### config.mk
export PLATFORM = sky130hd
export DESIGN_NAME = ysyx_22050499_xbar_arbiter_flat
export DESIGN_NICKNAME = d
export VERILOG_FILES = /design/src/rtl/ysyx_22050499_xbar_arbiter_if.sv /design/src/rtl/ysyx_22050499_xbar_arbiter.sv /design/src/flat_wrapper.sv
export SDC_FILE = /design/constraint.sdc
export NUM_CORES = 1
export LEC_CHECK = 0
export ABC_AREA = 1
export BUFFER_PORTS_ARGS = -buffer_cell sky130_fd_sc_hd__clkbuf_2
export CORE_MARGIN = 1
export CORE_UTILIZATION = 35
export CTS_BUF_LIST = sky130_fd_sc_hd__clkbuf_2
export DETAILED_ROUTE_END_ITERATION = 7
export RECOVER_POWER = 25
export SLEW_MARGIN = 20
export SYNTH_ARGS = -nofsm -noshare
export SYNTH_HDL_FRONTEND = slang
export SYNTH_SLANG_ARGS = --single-unit
### constraint.sdc
create_clock -name clock -period 4.4 [get_ports clock]
set_input_delay 0.88 -clock clock [delete_from_list [all_inputs] [get_ports clock]]
set_output_delay 0.88 -clock clock [all_outputs]
set_load 0.01 [all_outputs]
### src/rtl/ysyx_22050499_xbar_arbiter_if.sv
// ysyx_22050499_xbar_arbiter_if
//
// Groups every request, response and slave-side signal of the two-master
// arbiter so it travels as one port.
//
// Handshake rules shared by every valid/ready pair in this bundle:
//   A transfer happens in a cycle where valid and ready are both high at the
//   rising edge. Once raised, valid stays high with its payload stable until
//   that cycle. Ready may depend combinationally on valid. m_rvalid and
//   m_bvalid have no ready and are always accepted while a response is awaited.
//   *_req is held by the requester until its *_gnt pulse.
//
// Modports:
//   master : arbiter view (drives grants, responses and the slave-side request)
//   slave  : environment view (drives master requests and slave responses)
interface ysyx_22050499_xbar_arbiter_if;
  // IFU side
  logic        ifu_req;
  logic [31:0] ifu_addr;
  logic        ifu_gnt;
  logic        ifu_done;
  logic [31:0] ifu_rdata;
  logic        ifu_err;
  // LSU side
  logic        lsu_req;
  logic        lsu_we;
  logic [31:0] lsu_addr;
  logic [31:0] lsu_wdata;
  logic [3:0]  lsu_wstrb;
  logic        lsu_gnt;
  logic        lsu_done;
  logic [31:0] lsu_rdata;
  logic        lsu_err;
  // Slave side
  logic        m_arvalid;
  logic [31:0] m_araddr;
  logic        m_arready;
  logic        m_rvalid;
  logic [31:0] m_rdata;
  logic        m_awvalid;
  logic [31:0] m_awaddr;
  logic        m_awready;
  logic        m_wvalid;
  logic [31:0] m_wdata;
  logic [3:0]  m_wstrb;
  logic        m_wready;
  logic        m_bvalid;
  logic [3:0]  xbar_decode;

  modport master (
    input  ifu_req, ifu_addr,
    input  lsu_req, lsu_we, lsu_addr, lsu_wdata, lsu_wstrb,
    input  m_arready, m_rvalid, m_rdata, m_awready, m_wready, m_bvalid,
    output ifu_gnt, ifu_done, ifu_rdata, ifu_err,
    output lsu_gnt, lsu_done, lsu_rdata, lsu_err,
    output m_arvalid, m_araddr, m_awvalid, m_awaddr,
    output m_wvalid, m_wdata, m_wstrb, xbar_decode
  );

  modport slave (
    output ifu_req, ifu_addr,
    output lsu_req, lsu_we, lsu_addr, lsu_wdata, lsu_wstrb,
    output m_arready, m_rvalid, m_rdata, m_awready, m_wready, m_bvalid,
    input  ifu_gnt, ifu_done, ifu_rdata, ifu_err,
    input  lsu_gnt, lsu_done, lsu_rdata, lsu_err,
    input  m_arvalid, m_araddr, m_awvalid, m_awaddr,
    input  m_wvalid, m_wdata, m_wstrb, xbar_decode
  );
endinterface

### src/rtl/ysyx_22050499_xbar_arbiter.sv
// ysyx_22050499_xbar_arbiter
//
// Two-master (IFU, LSU) arbiter and address decoder in front of the SRAM,
// UART and CLINT slaves. One transaction is in flight at a time; LSU has fixed
// priority over IFU. The granted request is latched, decoded into a one-hot
// xbar_decode select, issued on the single slave port, and the response is
// returned to the owning master with a one-cycle *_done pulse.
//
// Decode: 0x8000_0000-0x87FF_FFFF -> 0001 (SRAM)
//         0xA000_03F8-0xA000_03FF -> 0010 (UART)
//         0xA000_0048-0xA000_004F -> 0100 (CLINT)
//         anything else           -> 0000, answered locally with err=1
//
// Ports:
//   clock        : rising-edge clock
//   reset        : asynchronous, active-high
//   bus          : ysyx_22050499_xbar_arbiter_if.master (all request/response
//                  and slave-side signals)
//   dbg_state_o  : current FSM state (IDLE=0, AR=1, R=2, WR=3, B=4, DONE=5)
//
// Parameter TIMEOUT: response wait limit in cycles, only used when the macro
// ARB_TIMEOUT_EN is defined. With ARB_TIMEOUT_EN an 8-bit wait counter aborts a
// stuck transaction with err=1 and rdata=0; without it the block waits forever.
module ysyx_22050499_xbar_arbiter #(
  parameter int unsigned TIMEOUT = 255
) (
  input  logic                                clock,
  input  logic                                reset,
  ysyx_22050499_xbar_arbiter_if.master        bus,
  output logic [2:0]                          dbg_state_o
);

  typedef enum logic [2:0] {
    S_IDLE = 3'd0,
    S_AR   = 3'd1,
    S_R    = 3'd2,
    S_WR   = 3'd3,
    S_B    = 3'd4,
    S_DONE = 3'd5
  } state_t;

  localparam logic [7:0] TIMEOUT_CNT = 8'(TIMEOUT);

  state_t      state_q, state_d;
  logic        gnt_q, gnt_d;          // high in the cycle right after a grant
  logic        lsu_own_q, lsu_own_d;  // 1: LSU owns the transaction
  logic        we_q, we_d;
  logic [31:0] addr_q, addr_d;
  logic [31:0] wdata_q, wdata_d;
  logic [3:0]  wstrb_q, wstrb_d;
  logic [3:0]  decode_q, decode_d;
  logic        err_q, err_d;
  logic [31:0] rdata_q, rdata_d;
  logic        aw_done_q, aw_done_d;
  logic        w_done_q, w_done_d;

  logic        arvalid, awvalid, wvalid, done;
  logic        aw_fin, w_fin;
  logic        sel_lsu;
  logic [31:0] sel_addr;
  logic [3:0]  sel_dec;

`ifdef ARB_TIMEOUT_EN
  logic [7:0]  wait_q, wait_d;
`else
  logic        unused_timeout;
  assign unused_timeout = ^TIMEOUT_CNT;
`endif

  function automatic logic [3:0] decode(input logic [31:0] a);
    logic [3:0] d;
    d = 4'b0000;
    if (a[31:27] == 5'b10000)          d = 4'b0001;
    else if (a[31:3] == 29'h1400007F)  d = 4'b0010;
    else if (a[31:3] == 29'h14000009)  d = 4'b0100;
    return d;
  endfunction

  // LSU wins whenever both request in the same IDLE cycle.
  assign sel_lsu  = bus.lsu_req;
  assign sel_addr = sel_lsu ? bus.lsu_addr : bus.ifu_addr;
  assign sel_dec  = decode(sel_addr);

  always_comb begin
    state_d   = state_q;
    gnt_d     = 1'b0;
    lsu_own_d = lsu_own_q;
    we_d      = we_q;
    addr_d    = addr_q;
    wdata_d   = wdata_q;
    wstrb_d   = wstrb_q;
    decode_d  = decode_q;
    err_d     = err_q;
    rdata_d   = rdata_q;
    aw_done_d = aw_done_q;
    w_done_d  = w_done_q;
    arvalid   = 1'b0;
    awvalid   = 1'b0;
    wvalid    = 1'b0;
    done      = 1'b0;
    aw_fin    = 1'b0;
    w_fin     = 1'b0;

    // The first cycle after leaving IDLE only carries the registered grant;
    // slave valids and the done pulse start one cycle later (gnt_q gates them).
    unique case (state_q)
      S_IDLE: begin
        if (bus.lsu_req || bus.ifu_req) begin
          gnt_d     = 1'b1;
          lsu_own_d = sel_lsu;
          we_d      = sel_lsu & bus.lsu_we;
          addr_d    = sel_addr;
          wdata_d   = bus.lsu_wdata;
          wstrb_d   = bus.lsu_wstrb;
          decode_d  = sel_dec;
          err_d     = (sel_dec == 4'b0000);
          rdata_d   = 32'd0;
          aw_done_d = 1'b0;
          w_done_d  = 1'b0;
          if (sel_dec == 4'b0000)      state_d = S_DONE;
          else if (sel_lsu && bus.lsu_we) state_d = S_WR;
          else                          state_d = S_AR;
        end
      end
      S_AR: begin
        if (!gnt_q) begin
          arvalid = 1'b1;
          if (bus.m_arready) state_d = S_R;
        end
      end
      S_R: begin
        if (bus.m_rvalid) begin
          rdata_d = bus.m_rdata;
          state_d = S_DONE;
        end
      end
      S_WR: begin
        if (!gnt_q) begin
          awvalid   = ~aw_done_q;
          wvalid    = ~w_done_q;
          aw_fin    = aw_done_q | bus.m_awready;
          w_fin     = w_done_q | bus.m_wready;
          aw_done_d = aw_fin;
          w_done_d  = w_fin;
          if (aw_fin && w_fin) state_d = S_B;
        end
      end
      S_B: begin
        if (bus.m_bvalid) state_d = S_DONE;
      end
      S_DONE: begin
        if (!gnt_q) begin
          done    = 1'b1;
          state_d = S_IDLE;
        end
      end
      default: state_d = S_IDLE;
    endcase

`ifdef ARB_TIMEOUT_EN
    // A response landing in the same cycle as the limit still completes
    // normally; otherwise the transaction is abandoned.
    wait_d = 8'd0;
    if (state_q inside {S_AR, S_R, S_WR, S_B}) begin
      wait_d = wait_q + 8'd1;
      if ((wait_q == TIMEOUT_CNT) && (state_d != S_DONE)) begin
        arvalid = 1'b0;
        awvalid = 1'b0;
        wvalid  = 1'b0;
        err_d   = 1'b1;
        rdata_d = 32'd0;
        state_d = S_DONE;
      end
    end
`endif
  end

  always_ff @(posedge clock or posedge reset) begin
    if (reset) begin
      state_q   <= S_IDLE;
      gnt_q     <= 1'b0;
      lsu_own_q <= 1'b0;
      we_q      <= 1'b0;
      addr_q    <= 32'd0;
      wdata_q   <= 32'd0;
      wstrb_q   <= 4'd0;
      decode_q  <= 4'd0;
      err_q     <= 1'b0;
      rdata_q   <= 32'd0;
      aw_done_q <= 1'b0;
      w_done_q  <= 1'b0;
    end else begin
      state_q   <= state_d;
      gnt_q     <= gnt_d;
      lsu_own_q <= lsu_own_d;
      we_q      <= we_d;
      addr_q    <= addr_d;
      wdata_q   <= wdata_d;
      wstrb_q   <= wstrb_d;
      decode_q  <= decode_d;
      err_q     <= err_d;
      rdata_q   <= rdata_d;
      aw_done_q <= aw_done_d;
      w_done_q  <= w_done_d;
    end
  end

`ifdef ARB_TIMEOUT_EN
  always_ff @(posedge clock or posedge reset) begin
    if (reset) wait_q <= 8'd0;
    else       wait_q <= wait_d;
  end
`endif

  assign bus.ifu_gnt     = gnt_q & ~lsu_own_q;
  assign bus.lsu_gnt     = gnt_q & lsu_own_q;
  assign bus.ifu_done    = done & ~lsu_own_q;
  assign bus.lsu_done    = done & lsu_own_q;
  assign bus.ifu_rdata   = bus.ifu_done ? rdata_q : 32'd0;
  assign bus.lsu_rdata   = bus.lsu_done ? rdata_q : 32'd0;
  assign bus.ifu_err     = bus.ifu_done & err_q;
  assign bus.lsu_err     = bus.lsu_done & err_q;
  assign bus.m_arvalid   = arvalid;
  assign bus.m_araddr    = arvalid ? addr_q : 32'd0;
  assign bus.m_awvalid   = awvalid;
  assign bus.m_awaddr    = awvalid ? addr_q : 32'd0;
  assign bus.m_wvalid    = wvalid;
  assign bus.m_wdata     = wvalid ? wdata_q : 32'd0;
  assign bus.m_wstrb     = wvalid ? wstrb_q : 4'd0;
  assign bus.xbar_decode = (state_q == S_IDLE) ? 4'd0 : decode_q;
  assign dbg_state_o     = state_q;

endmodule

### src/flat_wrapper.sv
// flat-port wrapper written by rule: the top's interface ports become plain ports
module ysyx_22050499_xbar_arbiter_flat 
#(
  parameter int unsigned TIMEOUT = 255
)
  (clock, reset, dbg_state_o, bus_ifu_req, bus_ifu_addr, bus_lsu_req, bus_lsu_we, bus_lsu_addr, bus_lsu_wdata, bus_lsu_wstrb, bus_m_arready, bus_m_rvalid, bus_m_rdata, bus_m_awready, bus_m_wready, bus_m_bvalid, bus_ifu_gnt, bus_ifu_done, bus_ifu_rdata, bus_ifu_err, bus_lsu_gnt, bus_lsu_done, bus_lsu_rdata, bus_lsu_err, bus_m_arvalid, bus_m_araddr, bus_m_awvalid, bus_m_awaddr, bus_m_wvalid, bus_m_wdata, bus_m_wstrb, bus_xbar_decode);
  ysyx_22050499_xbar_arbiter_if bus_i ();
  input  logic clock;
  input  logic reset;
  output logic [2:0] dbg_state_o;
  input wire logic [$bits(bus_i.ifu_req)-1:0] bus_ifu_req;
  input wire logic [$bits(bus_i.ifu_addr)-1:0] bus_ifu_addr;
  input wire logic [$bits(bus_i.lsu_req)-1:0] bus_lsu_req;
  input wire logic [$bits(bus_i.lsu_we)-1:0] bus_lsu_we;
  input wire logic [$bits(bus_i.lsu_addr)-1:0] bus_lsu_addr;
  input wire logic [$bits(bus_i.lsu_wdata)-1:0] bus_lsu_wdata;
  input wire logic [$bits(bus_i.lsu_wstrb)-1:0] bus_lsu_wstrb;
  input wire logic [$bits(bus_i.m_arready)-1:0] bus_m_arready;
  input wire logic [$bits(bus_i.m_rvalid)-1:0] bus_m_rvalid;
  input wire logic [$bits(bus_i.m_rdata)-1:0] bus_m_rdata;
  input wire logic [$bits(bus_i.m_awready)-1:0] bus_m_awready;
  input wire logic [$bits(bus_i.m_wready)-1:0] bus_m_wready;
  input wire logic [$bits(bus_i.m_bvalid)-1:0] bus_m_bvalid;
  output wire logic [$bits(bus_i.ifu_gnt)-1:0] bus_ifu_gnt;
  output wire logic [$bits(bus_i.ifu_done)-1:0] bus_ifu_done;
  output wire logic [$bits(bus_i.ifu_rdata)-1:0] bus_ifu_rdata;
  output wire logic [$bits(bus_i.ifu_err)-1:0] bus_ifu_err;
  output wire logic [$bits(bus_i.lsu_gnt)-1:0] bus_lsu_gnt;
  output wire logic [$bits(bus_i.lsu_done)-1:0] bus_lsu_done;
  output wire logic [$bits(bus_i.lsu_rdata)-1:0] bus_lsu_rdata;
  output wire logic [$bits(bus_i.lsu_err)-1:0] bus_lsu_err;
  output wire logic [$bits(bus_i.m_arvalid)-1:0] bus_m_arvalid;
  output wire logic [$bits(bus_i.m_araddr)-1:0] bus_m_araddr;
  output wire logic [$bits(bus_i.m_awvalid)-1:0] bus_m_awvalid;
  output wire logic [$bits(bus_i.m_awaddr)-1:0] bus_m_awaddr;
  output wire logic [$bits(bus_i.m_wvalid)-1:0] bus_m_wvalid;
  output wire logic [$bits(bus_i.m_wdata)-1:0] bus_m_wdata;
  output wire logic [$bits(bus_i.m_wstrb)-1:0] bus_m_wstrb;
  output wire logic [$bits(bus_i.xbar_decode)-1:0] bus_xbar_decode;
  assign bus_i.ifu_req = bus_ifu_req;
  assign bus_i.ifu_addr = bus_ifu_addr;
  assign bus_i.lsu_req = bus_lsu_req;
  assign bus_i.lsu_we = bus_lsu_we;
  assign bus_i.lsu_addr = bus_lsu_addr;
  assign bus_i.lsu_wdata = bus_lsu_wdata;
  assign bus_i.lsu_wstrb = bus_lsu_wstrb;
  assign bus_i.m_arready = bus_m_arready;
  assign bus_i.m_rvalid = bus_m_rvalid;
  assign bus_i.m_rdata = bus_m_rdata;
  assign bus_i.m_awready = bus_m_awready;
  assign bus_i.m_wready = bus_m_wready;
  assign bus_i.m_bvalid = bus_m_bvalid;
  assign bus_ifu_gnt = bus_i.ifu_gnt;
  assign bus_ifu_done = bus_i.ifu_done;
  assign bus_ifu_rdata = bus_i.ifu_rdata;
  assign bus_ifu_err = bus_i.ifu_err;
  assign bus_lsu_gnt = bus_i.lsu_gnt;
  assign bus_lsu_done = bus_i.lsu_done;
  assign bus_lsu_rdata = bus_i.lsu_rdata;
  assign bus_lsu_err = bus_i.lsu_err;
  assign bus_m_arvalid = bus_i.m_arvalid;
  assign bus_m_araddr = bus_i.m_araddr;
  assign bus_m_awvalid = bus_i.m_awvalid;
  assign bus_m_awaddr = bus_i.m_awaddr;
  assign bus_m_wvalid = bus_i.m_wvalid;
  assign bus_m_wdata = bus_i.m_wdata;
  assign bus_m_wstrb = bus_i.m_wstrb;
  assign bus_xbar_decode = bus_i.xbar_decode;
  ysyx_22050499_xbar_arbiter #(.TIMEOUT(TIMEOUT)) u_core (.clock(clock), .reset(reset), .bus(bus_i), .dbg_state_o(dbg_state_o));
endmodule
==> qor.yml <==
startpoint_type: "flop"
yosysMostFrequentCell: "nor2_1"
coreArea_um2: 17200
finalWorstSetupSlack_ns: 0.958
relSlewSlack: -1.06
path_cells: "inv_2 > nor2_2 > nand2_2 > nor3_2 > inv_1 > nor2_1 > clkbuf_2"
htree_levels: 3
dr.first_iter.drc_count: 295
critPathCaptureType: "output pin"
synth_nets: 1042
yosysTopAreaCellShare: 0.453
stdcell_count: 1419
grt_pass1_wl_um: 27200
synthToLayoutAreaGrowth_pct: 28.6
post_cts_buffers: 0
yosysWarningCount: 0
grt_pass1_vias: 5359
fin_skew_ns: 0.0429
wl_met3_um: 1050
critPathKind: "flop to output pin"
cts_tree: "done"
synth.ff_latch_count: 111
violations: "capacitance limit, slew limit"
vias_per_cell: 4.35
cts_buffer_depth: 2
crit_required_ns: 3.52
initial_core_util: 0.357
antenna_found_initial: 1
slowest_delay_ns: 0.81
vias: 6178
synth_area_per_cell_um2: 6.81
synthXorXnorAreaFrac: 0
period_needed_ns: 3.44
firstDrtPassIters: 5
power_mw: 3.72
yosysUniqueCellTypes: 34
fillCellCount: 1878
cap_violations: 1
ys.flop_type: "dfrtp_1"
drv_slew: 71
synth_adder_area_share: 0
seqCellArea_um2: 2780
cts_made_buffers: 9
finalNetCount: 1330
io_pins: 322
antenna_left: 0
cts_hold_buf: 0
drive_gt1_frac: 0.304
seq_area_frac_synth: 0.453
multi_input_area_um2: 2450
netlist_top_cells_count: "nor2_1, nand2_1, inv_1, dfrtp_1, o21ai_0"
synth_top_family_by_area: "simple AND/OR/NAND/NOR gates"
status: "complete, but fails checks"
clock_latency_ns: 0.61
cp_max_fo: 32
wl_per_cell_um: 12.5
die_area_um2: 18000
leakage_nw: 4.54
wl_met2_um: 8740
synth.area.top_cells: "dfrtp_1, nor2_1, nand2_1"
synth.area.mux_share: 0.00368
synth-edff-count: 0
period_share: 0.782
netlist_area_um2: 6130
tightest_slew_ns: 3.07
drt-total-wl_um: 17700
rows: 48
synthArstFlopShare: 1.00
hp-class: "primary input to flop"
die_h_um: 134
dr.max_layer_used: "met4"
dp_hpwl_um: 13600
gr-total-overflow: 0
vdd_ir_drop_max_uv: 312
cp.arrival_ns: 2.56
ctsRootBufferMaster: "clkbuf_2"
clkSinkCount: 111
grtUsageTotal: 0.193
cts_resized: 0
synth_top_area_cell: "dfrtp_1"
synth-compound-area-share: 0.0966
slowest_stage: "inv_1"
die_w_um: 134
place_inst: 1402
pre_cts_slack_ns: 1.31
setup-tns-final_ns: 0
route.layer.met1.wl_um: 7610
rsz0062_at_grt: "false"
fmax_mhz: 291
synth_simple_gate_area_share: 0.298
cellPowerDensity_nw_per_um2: 472
drc: 0
final_area_um2: 7880
r2r_slack_ns: 2.21
place_congestion: 0.848
clk_pin_slew_worst_paths_ns: 0.30
setup_viol: 0
grt_start_max_net_pins: 90
synth_cells: 900
place_area_um2: 7790
port_buffers: 320
hold_violations: 0
flip-flops by register name (all words and copies together) (netlist names):
signal	flops
u_core.addr_q	32
u_core.rdata_q	32
u_core.wdata_q	32
u_core.wstrb_q	4
u_core.dbg_state_o	3
u_core.decode_q	3
u_core.aw_done_q	1
u_core.err_q	1
u_core.gnt_q	1
u_core.lsu_own_q	1
u_core.w_done_q	1
cell type report:
class                   instances  share of cell area
flip-flops and latches        111               0.352
multi-input cells             573               0.311
repair buffers                325               0.207
inverters                     168              0.0811
well taps                     225              0.0357
clock inverters                 6             0.00651
clock buffers                  10             0.00635
diodes                          1            0.000318
critical path, delay by kind of cell, from the launching register on:
kind                   cells  cell delay [ns]
buffers and inverters      3             1.09
flip-flops                 1             0.50
AND/OR/NAND/NOR            4             0.35
cells by family (layout without fill, tap and decap cells):
kind of cell	after synthesis	count (layout)
other	1	2
DFF	111	111
muxes	2	2
buffers and inverters	216	509
and+or+nand+nor	456	456
AOI/OAI and AO/OA	114	114
routing by layer:
| metal | vias up | GRT usage |
|---|---|---|
| li1 | 3245 | - |
| met1 | 2695 | 0.233 |
| met2 | 220 | 0.340 |
| met3 | 18 | 0.0348 |
| met4 | 0 | 0.0705 |
| met5 | - | 0 |
report_power, final:
part | leakage (nW) | switching (mW) | internal [mW]
logic | 3.06 | 1.15 | 0.510
clock network | 0.0682 | 0.328 | 0.126
registers | 1.42 | 0.172 | 1.43
cell usage in the layout, fill, tap and decap left out:
master      Yosys  routed
nor4_1          1       1
diode_2         0       1
clkinv_1        0       3
dfrtp_1       111     111
mux2_2          2       2
clkinvlp_2      0       1
a21oi_1         2       2
bufinv_16       0       1
o21ai_4         0       1
inv_6           1       1
inv_2           5       5
clkbuf_2        3     329
o31ai_1         4       4
nor3_1          1       1
o22ai_1         2       2
clkinv_2        0       2
nor2_2          6       6
nand4_1         2       2
inv_1         161     160
o21a_1          1       1
o211ai_1        1       1
and2_1          1       1
nor2_1        203     203
nand3_2         1       1
nand3_1        35      35
nand2_2         8       8
or2_1           1       1
conb_1          1       1
o21ai_0       100     100
nand2_1       195     195
inv_4           1       1
clkbuf_1       16       3
buf_4           2       3
nor3_2          2       2
o21ai_1         3       3
per-stage QoR:
step / hold slack [ns] / util
final: 0.451 / 0.459
after global placement: 0.468 / 0.453
after global routing: 0.406 / 0.459
after detailed placement: 0.473 / 0.453
after CTS: 0.370 / 0.459
after floorplan: 0.452 / -
path summary, 6_finish.rpt:
check / start / endpoint / depth (start not counted)
hold reg to reg: u_core.addr_q[26]$_DFFE_PP0P_ / u_core.addr_q[26]$_DFFE_PP0P_ / 2
setup / recovery: u_core.dbg_state_o[1]$_DFFE_PP0P_ / bus_m_awaddr[25] / 7
min in group asynchronous: reset / u_core.rdata_q[31]$_DFFE_PP0P_ / 2
max in group asynchronous: reset / u_core.addr_q[5]$_DFFE_PP0P_ / 3
hold / removal: bus_lsu_wdata[1] / u_core.wdata_q[1]$_DFFE_PP0P_ / 3
setup reg to reg: u_core.dbg_state_o[0]$_DFFE_PP0P_ / u_core.decode_q[2]$_DFFE_PP0P_ / 7
Note: power is estimated with default switching activity, not from simulation.
